===== src/rtl/egress_wrr_scheduler.sv =====
// Weighted round-robin egress arbiter: one-hot grant to a requesting input port,
// per-port credits reloaded from cfg_weight, forced release after MAX_HOLD cycles.
//
// state | meaning
// IDLE  | no grant; arbitrate as soon as any req is high
// BUSY  | grant held until done, abort (granted req drops) or hold timeout
// GAP   | single dead cycle between grants
module egress_wrr_scheduler #(
  parameter int NREQ     = 4,
  parameter int CW       = 3,
  parameter int MAX_HOLD = 64
) (
  input  logic               clk,
  input  logic               rst_n,
  input  logic [NREQ-1:0]    req,
  input  logic               done,
  input  logic [NREQ*CW-1:0] cfg_weight,
  output logic [NREQ-1:0]    grant,
  output logic               busy,
  output logic               timeout_err
);

  localparam int PW = $clog2(NREQ);
  localparam int HW = $clog2(MAX_HOLD + 1);
  localparam logic [HW-1:0] HOLD_LAST = HW'(MAX_HOLD - 1);
  localparam logic [HW-1:0] HOLD_SAT  = HW'(MAX_HOLD);

  typedef enum logic [1:0] {
    ST_IDLE = 2'd0,
    ST_BUSY = 2'd1,
    ST_GAP  = 2'd2
  } state_t;

  state_t                   state_q, state_d;
  logic [NREQ-1:0]          grant_q, grant_d;
  logic [PW-1:0]            gidx_q, gidx_d;
  logic [PW-1:0]            rr_ptr_q, rr_ptr_d;
  logic [HW-1:0]            hold_q, hold_d;
  logic [NREQ-1:0][CW-1:0]  credit_q, credit_d;
  logic                     tmo_q, tmo_d;

  logic [NREQ-1:0][CW-1:0]  weight_eff;
  logic [NREQ-1:0]          has_credit, elig;
  logic                     reload, pick_vld;
  logic [PW-1:0]            pick_idx, scan_idx;
  logic                     gnt_req, end_abort, end_tmo;
  logic [CW-1:0]            credit_left;

  // When no requester has credit, the scan runs on the freshly reloaded weights,
  // all of which are non-zero, so every requester becomes eligible.
  always_comb begin
    weight_eff = '0;
    has_credit = '0;
    pick_vld   = 1'b0;
    pick_idx   = '0;
    scan_idx   = '0;
    for (int i = 0; i < NREQ; i++) begin
      weight_eff[i] = (cfg_weight[i*CW +: CW] == '0) ? CW'(1) : cfg_weight[i*CW +: CW];
      has_credit[i] = req[i] && (credit_q[i] != '0);
    end
    reload = (|req) && !(|has_credit);
    elig   = reload ? req : has_credit;
    for (int i = 0; i < NREQ; i++) begin
      scan_idx = rr_ptr_q + PW'(i);
      if (!pick_vld && elig[scan_idx]) begin
        pick_vld = 1'b1;
        pick_idx = scan_idx;
      end
    end
  end

  assign gnt_req   = req[gidx_q];
  assign end_abort = !done && !gnt_req;
  assign end_tmo   = !done && gnt_req && (hold_q == HOLD_LAST);

  always_ff @(posedge clk or negedge rst_n) begin
    if (!rst_n) state_q <= ST_IDLE;
    else        state_q <= state_d;
  end

  always_comb begin
    state_d = state_q;
    case (state_q)
      ST_IDLE: if (|req) state_d = ST_BUSY;
      ST_BUSY: if (done || end_abort || end_tmo) state_d = ST_GAP;
      ST_GAP:  state_d = ST_IDLE;
      default: state_d = ST_IDLE;
    endcase
  end

  always_comb begin
    grant_d     = grant_q;
    gidx_d      = gidx_q;
    rr_ptr_d    = rr_ptr_q;
    hold_d      = hold_q;
    credit_d    = credit_q;
    tmo_d       = 1'b0;
    credit_left = '0;
    case (state_q)
      ST_IDLE: begin
        grant_d = '0;
        if (pick_vld) begin
          if (reload) credit_d = weight_eff;
          grant_d = NREQ'(1) << pick_idx;
          gidx_d  = pick_idx;
          hold_d  = '0;
        end
      end
      ST_BUSY: begin
        if (hold_q != HOLD_SAT) hold_d = hold_q + HW'(1);
        if (done) begin
          credit_left        = (credit_q[gidx_q] == '0) ? '0 : credit_q[gidx_q] - CW'(1);
          credit_d[gidx_q]   = credit_left;
          grant_d            = '0;
          rr_ptr_d           = (credit_left != '0) ? gidx_q : gidx_q + PW'(1);
        end else if (end_abort) begin
          grant_d  = '0;
          rr_ptr_d = gidx_q + PW'(1);
        end else if (end_tmo) begin
          grant_d          = '0;
          credit_d[gidx_q] = '0;
          rr_ptr_d         = gidx_q + PW'(1);
          tmo_d            = 1'b1;
        end
      end
      default: grant_d = '0;
    endcase
  end

  always_ff @(posedge clk or negedge rst_n) begin
    if (!rst_n) begin
      grant_q  <= '0;
      gidx_q   <= '0;
      rr_ptr_q <= '0;
      hold_q   <= '0;
      credit_q <= '0;
      tmo_q    <= 1'b0;
    end else begin
      grant_q  <= grant_d;
      gidx_q   <= gidx_d;
      rr_ptr_q <= rr_ptr_d;
      hold_q   <= hold_d;
      credit_q <= credit_d;
      tmo_q    <= tmo_d;
    end
  end

  assign grant       = grant_q;
  assign busy        = |grant_q;
  assign timeout_err = tmo_q;

endmodule


===== config.mk =====
export PLATFORM = sky130hd
export DESIGN_NAME = egress_wrr_scheduler
export DESIGN_NICKNAME = d
export VERILOG_FILES = /design/src/rtl/egress_wrr_scheduler.sv
export SDC_FILE = /design/constraint.sdc
export NUM_CORES = 1
export LEC_CHECK = 0
export CAP_MARGIN = 30
export CORE_MARGIN = 2
export CORE_UTILIZATION = 35
export DETAILED_ROUTE_END_ITERATION = 12
export PLACE_DENSITY = 0.57
export SYNTH_ARGS = -nofsm -noshare
export SYNTH_HDL_FRONTEND = slang
export SYNTH_SLANG_ARGS = --single-unit

===== constraint.sdc =====
create_clock -name clk -period 4.1 [get_ports clk]
set_input_delay 0.615 -clock clk [delete_from_list [all_inputs] [get_ports clk]]
set_output_delay 0.615 -clock clk [all_outputs]
set_load 0.02 [all_outputs]

=== Word level (Yosys, flattened, before mapping) ===
Index checks and enable logic that the tools add are counted.

* Bits in registers: 30
* Input bits: 19
* Output and inout bits: 6
* Logic and storage cells: 131

* Add/subtract/negate cells: 6
* Order comparisons: 6
* Eq/ne operators: 11
* Shift-type cells: 1
* Muxes and demuxes: 54
* Bitwise operators: 2
* Reductions and logical operators: 41

{| class="wikitable"
|+ Operators with widths
! kind !! number
|-
| 12-bit 2-to-1 mux || 5
|-
| 12-bit one-hot mux with 2 select lines || 1
|-
| 3-bit 2-to-1 mux || 7
|-
| 2-bit 2-to-1 mux || 10
|-
| 4-bit 2-to-1 mux || 5
|-
| 3-bit nonzero test || 6
|-
| 3-bit logical NOT || 5
|-
| 2-bit by 3-bit < comparator with 1-bit output, second input constant || 5
|-
| 7-bit 2-to-1 mux || 2
|-
| 7-bit one-hot mux with 2 select lines || 1
|-
| 1-bit 2-to-1 mux || 13
|-
| 12-bit bitwise AND || 1
|-
| 12-bit bitwise mux || 1
|-
| 1-bit logical AND || 12
|-
| 12-bit inverter || 1
|-
| 4-bit OR reduction || 3
|-
| 1-bit binary-select mux with 2-bit select || 5
|-
| 2-bit != test, second input constant || 5
|-
| 4-bit one-hot mux with 2 select lines || 1
|-
| 7-bit by 1-bit adder with 7-bit output, second input constant || 1
|-
| 7-bit by 6-bit equality test with 1-bit output, second input constant || 1
|-
| 7-bit != test, second input constant || 1
|-
| 3-bit binary-select mux with 2-bit select || 1
|-
| 3-bit demux with 2-bit select || 1
|-
| 16 further kinds || 27
|}

=== Depth between registers and ports, before layout ===
* Depth after elaboration: 21
* Depth in mapped cells: 7
* Gate-level depth less buffers: 7

=== Worst setup path after synthesis ===
OpenSTA, ideal clock, no wires.

* Kind: input-to-reg
* Start point: input port req[3]
* End point: register credit_q[0] (netlist name)
* Library setup time: 125 ps
* Arrival: 1873 ps
* Required time: 3975 ps
* Setup slack: 2102 ps
* Cell stages on the path: 5
* Buffers on the path: 0
* Cells stage by stage: mux4_2 nand2b_2 a2bb2oi_4 and2_4 mux2_4

* Word-level cells in the longest chain between the ends: 19
* Elaborated cells on any way between the ends: 35
* Classes of those cells: eq/ne: 4; mux: 15; reduce/logical: 16

{| class="wikitable"
|+ Ends and longest elaborated chain
! what !! line !! source
|-
| start: declaration || 15 || <nowiki>input logic [NREQ-1:0] req,</nowiki>
|-
| 1-bit logical AND || 59 || <nowiki>has_credit[i] = req[i] && (credit_q[i] != '0);</nowiki>
|-
| 4-bit OR reduction || 61 || <nowiki>reload = (|req) && !(|has_credit);</nowiki>
|-
| 1-bit logical NOT || 61 ||
|-
| 1-bit logical AND || 61 ||
|-
| 4-bit 2-to-1 mux || 62 || <nowiki>elig = reload ? req : has_credit;</nowiki>
|-
| 1-bit binary-select mux with 2-bit select || 65 || <nowiki>if (!pick_vld && elig[scan_idx]) begin</nowiki>
|-
| 1-bit 2-to-1 mux (implied by the code) || 65 ||
|-
| 1-bit 2-to-1 mux || 65 ||
|-
| [3 not listed] || -- ||
|-
| 1-bit logical NOT || 65 ||
|-
| 1-bit logical AND || 65 ||
|-
| 1-bit 2-to-1 mux || 65 ||
|-
| 1-bit logical NOT || 65 ||
|-
| 1-bit logical AND || 65 ||
|-
| 1-bit 2-to-1 mux || 65 ||
|-
| 2-bit != test (no source line) || -- ||
|-
| 5-bit AND reduction (no source line) * || -- ||
|-
| end signal: assignment || 143 || <nowiki>credit_q <= credit_d;</nowiki>
|-
| end: declaration || 39 || <nowiki>logic [NREQ-1:0][CW-1:0] credit_q, credit_d;</nowiki>
|}

Mark *: on every way between the ends. The rest lies on a longest branch, timed or not. The select of a mux whose other input is x is not followed.
A chain may end at the register's enable or synchronous reset.

=== Worst setup path in the final report ===
* Start point: input port done
* End point: register credit_q[9] (netlist name)

* Word-level cells in the longest chain between the ends: 5
* Elaborated cells on any way between the ends: 9
* Classes of those cells: eq/ne: 2; mux: 2; reduce/logical: 5

{| class="wikitable"
|+ Ends and longest elaborated chain
! what !! line !! source
|-
| start: declaration || 16 || <nowiki>input logic done,</nowiki>
|-
| 1-bit logical NOT || 73, 74 ||
|-
| 1-bit logical AND (2 in series) || 74 || <nowiki>assign end_tmo = !done && gnt_req && (hold_q == HOLD_LAST);</nowiki>
|-
| 3-bit != test (no source line) || -- ||
|-
| 5-bit AND reduction (no source line) || -- ||
|}

Several ways; a longest one is shown, not always the timed one.

==> run metrics <==
post-placement cell count approximately 320; Synth Area per Inst 9.47 µm²; postcts setup bufs 0; 1st-iter DRT viols 119; highest fanout seen on the critical path 21; start of the worst register-to-register path state_q[1]$_DFFE_PN0P_; Die Area 0.00675 mm²; Max Cap Violations 0; # hold bufs at CTS 0; Post-synth EDFFs 0; GRT met1 Usage 25.2%; largest family of logic cells by synthesized area simple AND/OR/NAND/NOR gates; post-synthesis adder-cell area fraction 3.51%; status complete, no violations; clk_lat worst skew 290 ps; gpl congestion 0.831; Area Overhead vs Synth 20.9%; unrepaired setup endpoints after global routing no; CP Data Required Time 4270 ps; post-CTS sizing 0; f_max around 400 MHz; slowest CP cell clkdlybuf4s50_1; simple-gate share of the synthesized area 22.9%; Seq/Total Area, Yosys 35.1%; CP Launch Type input pin; chip width approximately 80 µm; crit path cell chain clkdlybuf4s50_1 > nand2b_2 > a2bb2oi_4 > and2_4 > mux2_4; # setup viols final 0; clk_skew 10.4 ps; yosys warns 0; WP buf/inv 1; Synth Area in XOR/XNOR roughly 2.5%; Hold WS around 520 ps; total power 1980 µW; routed length per instance approximately 16 µm; kind of critical path input pin to flip-flop; measured slew at the worst slew-check pin just under 800 ps; diode count 0; global-route wire length before repair 8.77 mm; met3 usage 2.93%; fin crit period 2490 ps; post-route setup TNS 0 ps; CP max stage delay 930 ps; IO buf count 24; worst path arrival time approximately 2700 ps; fin crit share 60.7%; grt ovf 0; critical path capture point type flip-flop; IO Pins 25; vias approximately 1800; Worst VDD drop around 0.00027 V; CTS tree yes; starting density of the core roughly 36%; slew margin rel. 47.5%; worst min path class flip-flop to flip-flop; Cells after Synth 226; clock root cell clkbuf_8; final std cells w/o fill 326; drc violations 0; Final #Nets roughly 280; share of cells above drive strength 1 approximately 15%; Clock transition at path regs 70 ps; CTS Buffer Depth 2; commonest non-fill, non-tap cell in the layout dfrtp_1; Distinct cells, synth 54; gr usage total 17.3%; PD cells 767 mW/mm²; Worst Hold Launch grant[1]$_DFFE_PN0P_; htree depth 2; Detail Placement HPWL between 3 and 4 mm; initial antenna violation count 0; Sink Count 30; mapped cell area 0.00214 mm²; async set or reset register ratio after synthesis 100%; syn nets 251; Synth Register Bits 30; Routed Antenna Nets 0; post-synthesis mux area share 11.8%; TritonCTS Buffers 5; Static Leakage 0.00106 µW; vias per cell 5.65; FP Rows 28; top_reg_cell synth dfrtp_1; Die H 82.2 µm; drt pass-1 iters 4; most frequent cells in the layout dfrtp_1 (30), clkdlybuf4s50_1 (24), nor2_1 (22); Final Hold Viols 0; largest net degree at the start of global routing 31; Final Max Tran Viols 0; CP delay by family, top buffers and inverters; Total Routed Length 5.18 mm; start point of the critical path done; busiest grt layer met2; vias in the first global route approximately 1800; met2 usage between 20% and 30%; Finished Core Util 43.7%; compound-cell area share of the yosys netlist between 20% and 30%; core outline area 0.00592 mm²
path summary, 6_finish.rpt:
path,endpoint,slack [ps],cells past startpoint
hold / removal,grant[1]$_DFFE_PN0P_,520,2
hold reg to reg,grant[1]$_DFFE_PN0P_,520,2
setup / recovery,credit_q[9]$_DFFE_PN0P_,1610,5
max in group asynchronous,credit_q[1]$_DFFE_PN0P_,3070,2
min in group asynchronous,hold_q[0]$_DFFE_PN0P_,720,2
setup reg to reg,credit_q[9]$_DFFE_PN0P_,1790,5
cell families (layout without fill, tap and decap cells):
kind of cell / after synthesis / after routing
muxes: 16 / 16
AOI/OAI and AO/OA: 61 / 61
DFF: 30 / 30
and+or+nand+nor: 91 / 91
adders and majority gates: 6 / 6
xor gates and xnor gates: 6 / 6
buffers and inverters: 16 / 41
final cells by class:
cell class | count | area [µm²]
clock buffers | 6 | 82.6
repair buffers | 27 | 263
fillers | 585 | 3330
clock inverters | 2 | 60.1
inverters | 6 | 22.5
flip-flops and latches | 30 | 751
multi-input cells | 180 | 1320
well taps | 75 | 93.8
metal layers:
| metal | vias to the layer above | wire length, µm |
|---|---|---|
| met1 | 903 | 2640 |
| met4 | 0 | 82 |
| met5 | - | 0 |
| met3 | 5 | 185 |
| li1 | 898 | - |
| met2 | 36 | 2270 |
worst reg2reg max path, cell delays in order (launching register included):
cell and delay (ps):
dfrtp_1 400, nand2b_1 510, or4_4 610, a2bb2oi_4 200, and2_4 190, mux2_4 290
cell usage after synthesis, types with 2 or more instances:
cell	instances	share of area, %
o311ai_1	2	0.82
xnor2_1	2	0.82
mux4_2	4	4.2
o31ai_1	11	3.9
o21ai_0	5	1.2
a41oi_1	2	0.82
nand2b_1	2	0.58
nor3b_1	8	2.8
mux2i_1	2	0.94
inv_1	6	1.1
nor2_1	22	3.9
ha_1	6	3.5
clkbuf_1	5	0.88
nor3_1	9	2.1
a211oi_1	5	1.8
o21ai_1	5	1.2
buf_2	2	0.47
nand4_1	2	0.58
and2_4	4	1.6
mux2_2	2	1.1
nand2_1	17	3.0
nor2b_1	2	0.58
nand4b_1	2	0.82
nand3_1	13	3.0
a32o_1	2	0.94
mux2_4	8	5.6
xor2_1	4	1.6
o31a_1	4	1.6
a21oi_1	14	3.3
dfrtp_1	30	35
report_power, final:
group,switching [µW],internal [µW],total (µW),leakage (µW)
Clock,119,259,378,0.0000714
Sequential,173,410,582,0.000382
Combinational,532,491,1020,0.000602
through the flow:
| stage | worst slack [ps] | area (µm²) |
|---|---|---|
| detailed placement | 1300 | 2440 |
| CTS | 1610 | 2590 |
| floorplan | 2100 | 2140 |
| global placement | 1350 | 2440 |
| global route | 1520 | 2590 |
| finish | 1610 | 2590 |
registers in the layout (all words and copies together), names as in the netlist:
| register | count |
|---|---|
| credit_q | 12 |
| hold_q | 7 |
| grant | 4 |
| gidx_q | 2 |
| rr_ptr_q | 2 |
| state_q | 2 |
| timeout_err | 1 |
(Power assumes the default switching activity.)
==> edit 1, RTL diff (config.mk and constraints unchanged) <==
Take the reset off `hold_q` and load it in a clocked block of its own.
--- a/src/rtl/egress_wrr_scheduler.sv
+++ b/src/rtl/egress_wrr_scheduler.sv
@@ -133,5 +133,4 @@
       gidx_q   <= '0;
       rr_ptr_q <= '0;
-      hold_q   <= '0;
       credit_q <= '0;
       tmo_q    <= 1'b0;
@@ -140,8 +139,11 @@
       gidx_q   <= gidx_d;
       rr_ptr_q <= rr_ptr_d;
-      hold_q   <= hold_d;
       credit_q <= credit_d;
       tmo_q    <= tmo_d;
     end
+  end
+
+  always_ff @(posedge clk) begin
+    hold_q <= hold_d;
   end
 
Formal check against the unedited RTL: no difference found for any inputs over 10 cycles, from zero or initial values and one cycle with rst_n low; that may be too few to reach the edited logic, so the function may still have changed.
==> edit 1 against the unedited design <==
Wire length is 0.89% higher; final area is 2.0% lower; first-iteration DRC count is 46% higher; area after synthesis is 0.88% lower; worst setup slack worse by 0.097 ns; register-to-register slack worse by 0.28 ns; clock skew is 0.0073 ns lower; global-route usage is 0.24 points higher; sequential cell count stayed put; hold slack worse by 0.019 ns; core utilization is 0.61 points lower; total power is 4.3% lower; critical path type is now register to register; highest routed layer unchanged.
==> edit 1: results (changes against the unedited design) <==
Clocking
  – Postcts setup bufs: 0 (unchanged)
  – Worst skew pair latency: 0.28 ns
  – CTS Root Cell: clkbuf_8

Timing
  – Slew margin rel.: 35.97% (-12 points)
  – Worst Skew: 0.003129 ns (-0.007291 ns)

Detailed routing
  – Drt pass-1 iters: 4 (unchanged)
  – Drt via density: 5.564 (-1.5%)
  – Total Wirelength: 5.230 mm (+0.89%)
  – 1st-iter DRT viols: 174 (+46%)
  – Antenna-violating nets left: 0 (unchanged)

Synth
  – Dominant cells by area after synthesis: dfrtp_1, edfxtp_1, nor2_1
  – Sequential share of the synthesized area: 37.05% (+2.0 points)
  – Main synth FF type: dfrtp_1
  – Netlist cell types: 52 (-3.7%)
  – Synth warnings: 0 (unchanged)
  – Syn_nets: 261 (+4.0%)
  – EDFF count, synth: 7 (+7)
  – Ys async rst share: 76.67% (-23 points)
  – Top cells by count, synth: nor2_1, dfrtp_1, o21ai_0

Pwr
  – Lkg Pwr: 1.016 nW (-3.7%)
  – VDD IR max: 0.3573 mV (+34%)

Placement
  – Final Wtd Congestion: 0.8710 (+4.8%)
  – DP HPWL: 3.992 mm (+8.0%)
  – Port Buffers: 24 (unchanged)

Run status
  – Status: finished, final reports clean

Global route
  – Largest net degree at the start of global routing: 25 (-19%)
  – All-Layer GR Usage: 17.58% (+0.24 points)
  – Remaining global-route overflow: 0 (unchanged)
  – First-pass GRT wire length: 8.790 mm (+0.24%)
  – Vias in the first global route: 1,737 (-2.4%)
  – Antenna violations before repair: 0 (unchanged)

Worst setup path
  – CP delay by family, top: compound AO/OA/AOI/OAI gates
  – Critical path arrival: 2.49 ns (-0.17 ns)
  – Slowest CP cell: o21ai_0
  – Crit path max fanout: 24 (+14%)
  – Largest stage delay on the critical path: 0.96 ns (+0.03 ns)

Layout
  – Layout cells sized above 1: 8.077% (-6.7 points)
  – Nets: 284 (+3.3%)
  – Top reg by flops: credit_q
  – Fillers: 592 (+1.2%)
## edit 1: power breakdown
group	internal, mW	switching [mW]	total (mW)
combinational	0.446	0.546	0.992
clock	0.135	0.111	0.246
sequential	0.467	0.193	0.660
## edit 1: cell type report
cell class              count  area [µm²]  area share, %
repair buffers             26       275.3          10.85
clock inverters             1       5.005         0.1973
inverters                  12       45.04          1.776
flip-flops and latches     30       785.8          30.98
multi-input cells         184        1245          49.09
clock buffers               7       86.33          3.404
well taps                  75       93.84          3.700
## edit 1: per-layer routing
layer | part of all wire (%) | GRT usage (%) | wire length [µm] | vias up
li1 | - | - | - | 925
met1 | 47 | 23.61 | 2465 | 873
met2 | 46 | 27.24 | 2392 | 55
met3 | 5.3 | 4.835 | 275 | 11
met4 | 1.9 | 6.000 | 97 | 0
met5 | 0 | 0 | 0 | -
## edit 1: kinds of logic after synthesis
family | share of synthesized area [%]
compound gates | 24.01
xor+xnor | 2.065
fa+ha+maj | 3.540
buf+inv | 4.247
flops | 37.05
mux | 7.375
simple gates | 21.71
## edit 1: through the flow
stage	utilization [%]	setup slack, ns	instances	power, mW
after floorplan	-	2.004	236	1.375
after global placement	41.07	1.385	326	1.649
after detailed placement	41.54	1.325	327	1.659
after CTS	43.09	1.494	335	1.910
after global routing	43.09	1.242	335	2.068
final	43.09	1.514	335	1.898
## edit 1: final timing paths
path / slack (ns) / end / from / cells after the start
min: 0.50 / grant[2] / grant[2] / 2
min reg2reg: 0.50 / grant[2] / grant[2] / 2
min in group asynchronous: 0.66 / grant[0] / rst_n / 1
max: 1.51 / hold_q[6] / state_q[1] / 2
max reg2reg: 1.51 / hold_q[6] / state_q[1] / 2
max in group asynchronous: 3.00 / credit_q[0] / rst_n / 2
==> edit 2, RTL diff (same flow settings) <==
Made on the original files. The parameter `CW` goes from 3 to 2.
--- a/src/rtl/egress_wrr_scheduler.sv
+++ b/src/rtl/egress_wrr_scheduler.sv
@@ -8,5 +8,5 @@
 module egress_wrr_scheduler #(
   parameter int NREQ     = 4,
-  parameter int CW       = 3,
+  parameter int CW       = 2,
   parameter int MAX_HOLD = 64
 ) (
Interface: changed (resized cfg_weight); port bits go from 25 to 21. No check against the original RTL was run, so the function may have changed too.
==> edit 2 against the unedited design <==
Wire length shrank 18%; total power shrank 27%; sequential cell count shrank 4; synthesized cell count shrank 20%; final area shrank 22%; area after synthesis shrank 21%; worst setup slack gained 0.019 ns; sequential share of layout area grew 3.4 points; critical path type unchanged; critical endpoint is now credit_q[4].
==> edit 2: results (changes against the unedited design) <==
Detailed routing
  – 1st-iter DRT viols: 62 (-48%)
  – Drt via density: 5.669 (+0.34%)
  – M1 WL: 2.044 mm (-23%)
  – Total Wirelength: 4.258 mm (-18%)
  – WL met3: 121 µm (-35%)
  – Via count: 1,440 (-22%)

Synth
  – Netlist cell types: 43 (-20%)
  – Sequential share of the synthesized area: 38.26% (+3.2 points)
  – Top cells by count, synth: dfrtp_1, o21ai_0, a21oi_1

Layout
  – Multi-input gates: 140 (-22%)
  – Register Area: 650.6 µm² (-13%)
  – Bufs w/o clock: 21 (-22%)
  – Fillers: 480 (-18%)
  – Nets: 222 (-19%)
  – Number of ordinary inverters in the final layout: 9 (+3)
  – Max reg flops: 8 (-4)
  – Area of the multi-input gates: 975.9 µm² (-26%)
  – Final clock-cell share: 3.554% (-2.0 points)

Pwr
  – VDD IR max: 0.2615 mV (-2.0%)
  – Lkg Pwr: 0.8008 nW (-24%)

Placement
  – Placed cell areas: 1936 µm² (-21%)
  – Final Wtd Congestion: 0.8664 (+4.2%)
  – Inst Count DP: 250 (-21%)
  – Placement Setup Slack: 1.369 ns (+0.06812 ns)
  – DP HPWL: 3.183 mm (-14%)
  – Port Buffers: 20 (-17%)

Run status
  – Status: finished, final reports clean

Global route
  – First-pass GRT wire length: 7.286 mm (-17%)
  – Largest net degree at the start of global routing: 27 (-13%)
  – All-Layer GR Usage: 17.32% (-0.018 points)

Clocking
  – Worst skew pair latency: 0.27 ns (-0.02 ns)
  – Clock Pin Slew Worst Setup and Hold Paths: 0.10 ns (+0.03 ns)

Worst setup path
  – CP delay by family, top: multiplexers
  – Critical path arrival: 2.64 ns (-0.02 ns)
  – Crit path max fanout: 5 (-76%)

Floorplan
  – Core Box Area: 4692 µm² (-21%)

Timing
  – Worst Skew: 0.002968 ns (-0.007452 ns)
[edit 2: where the power goes]
part           total [mW]  internal [mW]  leakage [nW]  switching [mW]
clock               0.219          0.131        0.0357          0.0883
sequential          0.487          0.353         0.332           0.134
combinational       0.732          0.341         0.433           0.391
[edit 2: worst paths after layout]
path / startpoint / endpoint / slack (ns) / cells past startpoint
worst max register to register: gidx_q[0] / credit_q[4] / 1.88 / 6
worst min register to register: grant[3] / grant[3] / 0.53 / 2
worst max-delay path: req[1] / credit_q[4] / 1.63 / 7
max in group asynchronous: rst_n / hold_q[1] / 3.12 / 2
worst min-delay path: grant[3] / grant[3] / 0.53 / 2
min in group asynchronous: rst_n / credit_q[0] / 0.71 / 2
[edit 2: routing by layer]
layer  up-vias  global-route usage (%)
li1        706                       -
met1       710                   23.65
met2        20                   28.77
met3         4                   1.920
met4         0                   5.253
met5         -                       0
[edit 2: worst min-delay path, stage by stage (launching register included)]
cell and delay, ns:
dfrtp_1 0.38, nand2_1 0.05, o21ai_0 0.06
